--- src/rtl/ps2_key_injector.sv ---
// rtl/ps2_key_injector.sv - queues scancode bytes and replays them as device-to-host PS/2 frames
// Outputs feed the core's keyboard inputs directly, so both lines come straight from flops.
module ps2_key_injector #(
  parameter int CLK_DIV    = 350,
  parameter int GAP_CYCLES = 1400,
  parameter int FIFO_AW    = 3
) (
  input  logic               sys_clock,
  input  logic               reset_n,
  input  logic [7:0]         din,
  input  logic               din_valid,
  output logic               din_ready,
  output logic               ps2_clk,
  output logic               ps2_din,
  output logic               busy,
  output logic [FIFO_AW:0]   fifo_count
);

  localparam int DEPTH   = 1 << FIFO_AW;
  localparam int CNT_MAX = (CLK_DIV > GAP_CYCLES) ? CLK_DIV : GAP_CYCLES;
  localparam int CW      = $clog2(CNT_MAX + 1);

  localparam logic [CW-1:0]    DIV_LOAD = CW'(CLK_DIV - 1);
  localparam logic [CW-1:0]    GAP_LOAD = CW'(GAP_CYCLES - 1);
  localparam logic [FIFO_AW:0] DEPTH_C  = (FIFO_AW + 1)'(DEPTH);

  typedef enum logic [1:0] {
    IDLE = 2'd0,
    HIGH = 2'd1,
    LOW  = 2'd2,
    GAP  = 2'd3
  } state_t;

  state_t state, state_nxt;

  logic [7:0]         mem [DEPTH];
  logic [FIFO_AW-1:0] wr_ptr;
  logic [FIFO_AW-1:0] rd_ptr;
  logic [FIFO_AW:0]   count;
  logic [7:0]         head;
  logic               push;
  logic               pop;
  logic               fifo_nonempty;

  logic [CW-1:0]      cnt;
  logic [3:0]         bitcnt;
  logic [10:0]        frame;
  logic               cnt_zero;
  logic               bit_last;

  logic               load_frame;
  logic               clk_fall;
  logic               clk_rise_next;
  logic               clk_rise_stop;
  logic               cnt_dec;

  // ---------------------------------------------------------------- FIFO
  assign fifo_nonempty = (count != '0);
  assign din_ready     = (count < DEPTH_C);
  assign push          = din_valid && din_ready;
  assign pop           = load_frame;
  assign head          = mem[rd_ptr];
  assign fifo_count    = count;

  always_ff @(posedge sys_clock) begin
    if (push) begin
      mem[wr_ptr] <= din;
    end
  end

  always_ff @(posedge sys_clock or negedge reset_n) begin
    if (!reset_n) begin
      wr_ptr <= '0;
      rd_ptr <= '0;
      count  <= '0;
    end else begin
      if (push) begin
        wr_ptr <= wr_ptr + 1'b1;
      end
      if (pop) begin
        rd_ptr <= rd_ptr + 1'b1;
      end
      case ({push, pop})
        2'b10:   count <= count + 1'b1;
        2'b01:   count <= count - 1'b1;
        default: count <= count;
      endcase
    end
  end

  // ---------------------------------------------------------------- frame FSM
  assign cnt_zero = (cnt == '0);
  assign bit_last = (bitcnt == 4'd10);
  assign busy     = (state != IDLE) || fifo_nonempty;

  always_ff @(posedge sys_clock or negedge reset_n) begin
    if (!reset_n) begin
      state <= IDLE;
    end else begin
      state <= state_nxt;
    end
  end

  always_comb begin
    state_nxt = state;
    case (state)
      IDLE: if (fifo_nonempty) state_nxt = HIGH;
      HIGH: if (cnt_zero)      state_nxt = LOW;
      LOW:  if (cnt_zero)      state_nxt = bit_last ? GAP : HIGH;
      GAP:  if (cnt_zero)      state_nxt = IDLE;
      default:                 state_nxt = IDLE;
    endcase
  end

  always_comb begin
    load_frame    = 1'b0;
    clk_fall      = 1'b0;
    clk_rise_next = 1'b0;
    clk_rise_stop = 1'b0;
    cnt_dec       = 1'b0;
    case (state)
      IDLE: load_frame = fifo_nonempty;
      HIGH: begin
        clk_fall = cnt_zero;
        cnt_dec  = !cnt_zero;
      end
      LOW: begin
        clk_rise_next = cnt_zero && !bit_last;
        clk_rise_stop = cnt_zero && bit_last;
        cnt_dec       = !cnt_zero;
      end
      GAP:     cnt_dec = !cnt_zero;
      default: cnt_dec = 1'b0;
    endcase
  end

  // frame is a shift register: bit 0 always holds the bit currently on the wire
  always_ff @(posedge sys_clock or negedge reset_n) begin
    if (!reset_n) begin
      ps2_clk <= 1'b1;
      ps2_din <= 1'b1;
      cnt     <= '0;
      bitcnt  <= '0;
      frame   <= '1;
    end else if (load_frame) begin
      frame   <= {1'b1, ~^head, head, 1'b0};
      bitcnt  <= '0;
      ps2_din <= 1'b0;
      cnt     <= DIV_LOAD;
    end else if (clk_fall) begin
      ps2_clk <= 1'b0;
      cnt     <= DIV_LOAD;
    end else if (clk_rise_next) begin
      ps2_clk <= 1'b1;
      ps2_din <= frame[1];
      frame   <= {1'b1, frame[10:1]};
      bitcnt  <= bitcnt + 1'b1;
      cnt     <= DIV_LOAD;
    end else if (clk_rise_stop) begin
      ps2_clk <= 1'b1;
      ps2_din <= 1'b1;
      cnt     <= GAP_LOAD;
    end else if (cnt_dec) begin
      cnt     <= cnt - 1'b1;
    end
  end

endmodule

--- config.mk ---
export PLATFORM = sky130hd
export DESIGN_NAME = ps2_key_injector
export DESIGN_NICKNAME = d
export VERILOG_FILES = /design/src/rtl/ps2_key_injector.sv
export SDC_FILE = /design/constraint.sdc
export NUM_CORES = 1
export LEC_CHECK = 0
export ABC_AREA = 1
export CORE_MARGIN = 5
export CORE_UTILIZATION = 55
export DETAILED_ROUTE_END_ITERATION = 10
export PLACE_DENSITY = 0.73
export SETUP_SLACK_MARGIN = 0.05
export SYNTH_ARGS = -nofsm -noshare
export SYNTH_HDL_FRONTEND = slang
export SYNTH_SLANG_ARGS = --single-unit
--- constraint.sdc ---
create_clock -name sys_clock -period 2.67 [get_ports sys_clock]
set_clock_uncertainty 0.1 [all_clocks]
set_input_delay 0.4005 -clock sys_clock [delete_from_list [all_inputs] [get_ports sys_clock]]
set_output_delay 0.4005 -clock sys_clock [all_outputs]
set_load 0.1 [all_outputs]
==> implementation parameters, run 1 <==
Parameter                              Value

Clock tree
  Buffer type at the clock tree root ... clkbuf_8
  Maximum count of clock buffers along a single path ... 2
  Worst skew pair latency ... 0.36 ns
  Number of buffers added by the clock tree synthesis step ... 9
  Number of levels in the clock H-tree ... 3
  Sinks on the clock net ... 102
  TritonCTS clock tree ... built
  Post-cts sizing count ... 0
  Register clock-pin slew on the reported worst setup and hold paths ... 0.10 ns
  Number of buffers inserted by post-CTS setup repair ... 0
  Cts-stage hold buffer count ... 0

STA
  Final hold slack ... 0.0345 ns
  Finish-stage setup viols ... 0
  Slew HR ... 44.1%
  Post-route minimum period ... 2.12 ns
  Worst Max-Slew Pin Slew ... 0.838 ns
  Slack of the critical path ... 0.549 ns
  Final period util ... 79.4%
  Count of pins over their slew limit ... 0
  Setup TNS Final ... 0 ns
  Setup repair after global routing missed its margin ... false
  Hold violation total from the final report ... 0
  Fmax ... 472 MHz

Placed design
  Post-placement worst setup slack ... 0.400 ns
  Placed cell areas ... 5450 µm²
  Sum of net half-perimeters after detailed placement ... 6570 µm
  Inst Count DP ... 696
  # port buffers ... 18
  Routability congestion estimate from global placement ... 0.851

Final layout
  Utilization after layout ... 61.2%
  Growth of design area from synthesis to finish ... 9.47%
  Final std cells w/o fill ... 712
  Fill cell instance count of the final layout ... 778
  Final Net Count ... 617
  Number of antenna cells inserted ... 0
  Fraction of final layout cells sized beyond drive strength 1 ... 15.0%
  Final std cell area, no fill ... 5630 µm²
  Multi-input combinational cell area ... 1860 µm²
  Area of all sequential standard cells ... 2900 µm²

Critical path
  Max FO, Critical Path ... 3
  Data arrival at the endpoint of the critical path ... 2.28 ns
  Critical path class ... reg -> reg
  Worst flop-to-flop path endpoint ... fifo_count[3]
  CP startpoint ... fifo_count[3]
  Type of origin of the critical path ... flop
  Number of cells on the worst reg-to-reg path ... 13
  Element type at the critical path end ... flop
  Flop2flop setup slack ... 0.55 ns
  Worst setup path endpoint ... fifo_count[3]
  Required time of the critical path ... 2.83 ns
  Worst flop-to-flop path startpoint ... fifo_count[3]

Synth
  Number of synthesis warnings ... 0
  EDFF count, synth ... 64
  Most used flip-flop cell after synthesis ... edfxtp_1
  Share of Yosys cell area claimed by the top area cell type ... 37.4%
  Leading area contributor after synthesis ... edfxtp_1
  Synth Instances ... 571
  Fraction of registers with async set/reset ... 37.3%
  Most instantiated library cell after synthesis ... nand2_1
  Synthesis-stage register bit count ... 102
  Mean Syn Cell Area ... 9.00 µm²
  Netlist Area Pre-Place ... 5140 µm²
  Dominant cells by area after synthesis ... edfxtp_1, nand2_1, dfrtp_1, dfstp_2, inv_1
  Number of nets produced by synthesis ... 592
  Seq/Total Area, Yosys ... 56.2%
  Number of different library cells in the post-synthesis netlist ... 44
  Synth cell count leaders ... nand2_1, inv_1, edfxtp_1

Min path
  Worst hold path type ... in -> async

Global routing
  Overall global routing resource usage ... 17.6%
  Vias in the first global route ... 3,460
  Antenna violations before repair ... 0
  Total global routing overflow ... 0
  Global-route wire length before repair ... 15,900 µm
  Maximum number of pins on one net before global-route repair ... 39

Detailed routing
  Routed wire length per instance ... 13.0 µm
  Number of nets still failing antenna checks after routing ... 0
  Number of detailed-routing iterations run before antenna repair ... 4
  DRC ... 0
  DRT iter0 DRCs ... 220
  Avg Vias per Cell ... 5.08
  Routed vias ... 3,614
  Routed Wire Length ... 9260 µm

Floorplan
  Height of the chip ... 107 µm
  Die W ... 107 µm
  Die area ... 11,400 µm²
  Effective utilization at floorplan ... 55.9%
  Io pins ... 19
  Area of the core ... 9200 µm²
  Std-Cell Rows ... 35

Flow run
  Max capacitance violation total ... 0

Power and ir drop
  Share of power burned in the clock network ... 25.0%
  P_sw ... 1.21 mW
  Reported leakage power ... 2.56 nW
  Peak ir drop on the vdd network ... 0.420 mV
  Total internal power ... 2.42 mW
  Total design power ... 3.63 mW
  Power per cell area ... 645 nW/µm²
  Sequential Power Share ... 53.1%
  Combinational Power Share ... 21.9%
  Switching part of the total power ... 33.4%

Outcome
  Result of the run ... complete, no violations
[layout make-up]
type	count	share of cell area (%)
clock buffer	10	2.27
clock inverter	6	0.912
inverter	79	5.51
multi-input combinational	374	33.0
sequential	102	51.5
tap	111	2.47
timing repair buffer	30	4.36
[metal layers]
layer,routed length [µm],up-vias,GRT usage [%]
met5,0,-,0
met4,134,0,6.48
met3,300,11,3.13
met2,4730,53,30.1
met1,4100,1691,22.3
li1,-,1859,-
[how the worst min path moves through the flow]
| stage | start | endpoint | slack [ns] | depth (start not counted) |
|---|---|---|---|---|
| finish | reset_n | bitcnt[0] | 0.03 | 1 |
| global route | reset_n | bitcnt[2] | 0.1 | 1 |
| floorplan | reset_n | bitcnt[0] | 0.005 | 0 |
| detailed placement | ps2_din | ps2_din | 0.36 | 2 |
| CTS | reset_n | fifo_count[3] | 0.05 | 1 |
| global placement | ps2_din | ps2_din | 0.35 | 2 |
[flip-flops by register name (all words and copies together), names as in the netlist]
register,count
mem,64
frame,9
fifo_count,4
wr_ptr,3
cnt,11
rd_ptr,3
ps2_din,1
bitcnt,4
ps2_clk,1
state,2
[layout by cell type, fill, tap and decap left out, types with 4 or more instances in the layout]
cell type and count:
nand2_1 215, inv_1 67, edfxtp_1 64, nand3_1 42, nor2_1 31, dfrtp_1 23, buf_4 20, o21ai_0 16
dfstp_2 11, xor2_1 9, clkbuf_8 9, clkdlybuf4s50_1 9, inv_2 8, ha_1 7, o21ai_1 6, a21oi_1 5
nor2_2 4, nand2_2 4, inv_6 4
[critical path, cell delays in order, from the launching register on]
cell and delay (ns):
dfrtp_4 0.51, nor2_1 0.11, nand3_1 0.08, inv_1 0.09
nor2_2 0.06, ha_4 0.17, ha_1 0.27, nand2_1 0.06
nor2_1 0.04, a211oi_2 0.19, nor2_1 0.06, nor2_1 0.08
nand2_1 0.06, xor2_1 0.13
[power groups by stage]
| stage | clock [mW] | combinational (mW) | sequential (mW) |
|---|---|---|---|
| floorplan | 0 | 0.372 | 2.16 |
| global placement | 0 | 0.778 | 1.95 |
| detailed placement | 0 | 0.802 | 1.96 |
| CTS | 0.929 | 0.803 | 1.93 |
| global route | 1.01 | 0.862 | 1.94 |
| finish | 0.906 | 0.794 | 1.93 |
[logic make-up after synthesis]
kind of cell    after synthesis  synth area share (%)
compound gates               41                  4.87
xor+xnor                     11                  1.87
fa+ha+maj                    10                  2.58
buf+inv                      95                  8.45
flops                       102                  56.2
simple gates                312                  26.1
Note: power is estimated with default switching activity, not from simulation.
==> run 2, diff against run 1 <==
- clock period: 2.67 -> 2 ns (I/O delays scaled with it)
==> run 2 against run 1 <==
The run now ends with setup timing left. Register-to-register slack worse by 0.78 ns. Sequential cell count unchanged. Hold slack better by 0.31 ns. Count of clock-buffer cells in the layout down 1. Cell area up 4.9%. Sequential share of layout area down 2.4 points. Utilization up 3.0 points. Via count up 0.75%. First-iteration DRC count down 16%. Die area unchanged. Total power up 42%. Final cell count up 1.7%. Largest cell class unchanged. Largest power group unchanged. Highest routed layer unchanged.
==> implementation parameters, run 2 (synthesis results as in run 1) <==
Parameter                              Value

Critical path
  Data arrival at the endpoint of the critical path ... 2.39 ns
  Number of cells on the worst reg-to-reg path ... 12
  Critical path class ... reg -> reg
  Element type at the critical path end ... flop
  Required time of the critical path ... 2.16 ns
  Type of origin of the critical path ... flop
  Max FO, Critical Path ... 3

Placed design
  Inst Count DP ... 706
  Sum of net half-perimeters after detailed placement ... 7200 µm
  # port buffers ... 18
  Routability congestion estimate from global placement ... 0.834

STA
  Post-route minimum period ... 2.23 ns
  Final period util ... 112%
  Hold violation total from the final report ... 0
  Count of pins over their slew limit ... 0
  Worst Max-Slew Pin Slew ... 0.557 ns
  Finish-stage setup viols ... 1
  Slack of the critical path ... -0.232 ns
  Fmax ... 448 MHz
  Setup repair after global routing missed its margin ... true
  Final hold slack ... 0.344 ns
  Slew HR ... 62.9%

Floorplan
  Effective utilization at floorplan ... 55.9%
  Height of the chip ... 107 µm
  Io pins ... 19
  Area of the core ... 9200 µm²
  Die W ... 107 µm
  Std-Cell Rows ... 35
  Die area ... 11,400 µm²

Power and ir drop
  Share of power burned in the clock network ... 22.9%
  P_sw ... 1.75 mW
  Combinational Power Share ... 27.4%
  Power per cell area ... 871 nW/µm²
  Switching part of the total power ... 34.0%
  Total internal power ... 3.40 mW
  Peak ir drop on the vdd network ... 0.595 mV
  Sequential Power Share ... 49.7%
  Reported leakage power ... 2.64 nW

Detailed routing
  Number of nets still failing antenna checks after routing ... 0
  DRT iter0 DRCs ... 185
  Routed wire length per instance ... 13.6 µm
  DRC ... 0
  Routed vias ... 3,641
  Number of detailed-routing iterations run before antenna repair ... 4
  Routed Wire Length ... 9850 µm
  Avg Vias per Cell ... 5.03

Global routing
  Total global routing overflow ... 0
  Maximum number of pins on one net before global-route repair ... 32
  Global-route wire length before repair ... 16,500 µm
  Overall global routing resource usage ... 18.3%
  Vias in the first global route ... 3,492
  Antenna violations before repair ... 0

Final layout
  Area of all sequential standard cells ... 2900 µm²
  Growth of design area from synthesis to finish ... 14.9%
  Fill cell instance count of the final layout ... 760
  Top library cells by usage in the layout, fill and taps aside ... nand2_1, inv_1, edfxtp_1
  Fraction of final layout cells sized beyond drive strength 1 ... 19.4%
  Number of antenna cells inserted ... 0
  Biggest register ... mem
  Utilization after layout ... 64.2%
  Most frequent standard cell in the layout excluding fill and tap cells ... nand2_1
  Final std cells w/o fill ... 724
  Final Net Count ... 630
  Number of flip-flops under the largest register name ... 64
  Multi-input combinational cell area ... 1950 µm²
  Regs by FF count ... mem: 64 flops, cnt: 11 flops, frame: 9 flops

Clock tree
  Number of levels in the clock H-tree ... 3
  Register clock-pin slew on the reported worst setup and hold paths ... 0.10 ns
  Buffer type at the clock tree root ... clkbuf_8
  Maximum count of clock buffers along a single path ... 2
  Number of buffers added by the clock tree synthesis step ... 9
  Sinks on the clock net ... 102
  TritonCTS clock tree ... built
  Worst skew pair latency ... 0.37 ns

Flow run
  Max capacitance violation total ... 0

Outcome
  Violated checks ... setup timing
  Result of the run ... finished, violations left

Min path
  Worst hold path type ... in -> async
-- run 2: changes by cell type in the layout (fill, tap and decap cells not counted), sizes merged --
cell         change
buf             +12
clkbuf           -1
clkinv           +3
clkinvlp         +1
dlygate4sd3      +1
inv              -4
-- run 2: path summary, 6_finish.rpt --
path,from,endpoint,slack (ns)
worst max register to register,fifo_count[3],fifo_count[3],-0.23
worst min register to register,frame[6],frame[6],0.37
min in group sys_clock,frame[6],frame[6],0.37
worst max-delay path,fifo_count[3],fifo_count[3],-0.23
max in group asynchronous,reset_n,ps2_din,0.83
worst min-delay path,reset_n,rd_ptr[1],0.34
-- run 2: through the flow --
| stage | total power, mW | TNS [ns] | worst slack (ns) | instance area, µm² |
|---|---|---|---|---|
| after floorplan | 3.46 | -8.80 | -0.601 | 5260 |
| after global placement | 3.92 | -1.62 | -0.113 | 5660 |
| after detailed placement | 3.96 | -2.32 | -0.217 | 5660 |
| after CTS | 5.13 | -0.134 | -0.134 | 5850 |
| after global routing | 5.40 | -0.476 | -0.340 | 5900 |
| final | 5.15 | -0.232 | -0.232 | 5900 |
-- run 2: power by group through the flow --
stage          logic (mW)  registers [mW]  clock network (mW)
6_report             1.41            2.56                1.18
5_1_grt              1.52            2.58                1.30
4_1_cts              1.37            2.55                1.21
3_5_place_dp         1.37            2.59                   0
3_3_place_gp         1.33            2.59                   0
2_1_floorplan       0.576            2.89                   0
-- run 2: per-layer routing --
metal  track usage, %  vias up  part of all wire, %
met3             4.33        9                  3.7
met5                0        -                    0
li1                 -     1886                    -
met2             31.3       53                   51
met4             4.66        0                  1.2
met1             23.7     1693                   44
-- run 2: layout make-up --
| type | instances | share of cell area (%) |
|---|---|---|
| Clock inverter | 6 | 0.826 |
| Multi-Input combinational cell | 374 | 33.1 |
| Timing Repair Buffer | 43 | 7.25 |
| Inverter | 79 | 5.34 |
| Tap cell | 111 | 2.35 |
| Sequential cell | 102 | 49.1 |
| Clock buffer | 9 | 2.10 |
-- run 2: critical path, cell delays in order, from the launching register on --
cell and delay, ns:
dfrtp_4 0.49, buf_6 0.14, clkinvlp_4 0.09, nand2_4 0.06, ha_4 0.18, ha_4 0.23, nand2_2 0.08, nor2_2 0.04
a211oi_2 0.26, nor2_1 0.08, nor2_1 0.14, nand2_1 0.09, xor2_1 0.14
-- run 2: what timing repair did --
item                                   CTS  global route
hold buffers                             1             0
setup endpoints to repair               37            20
setup buffers                            0             2
pin swaps                                1             8
resized for setup                        1            14
cloned                                   0             0
endpoints found under the hold margin   18             0
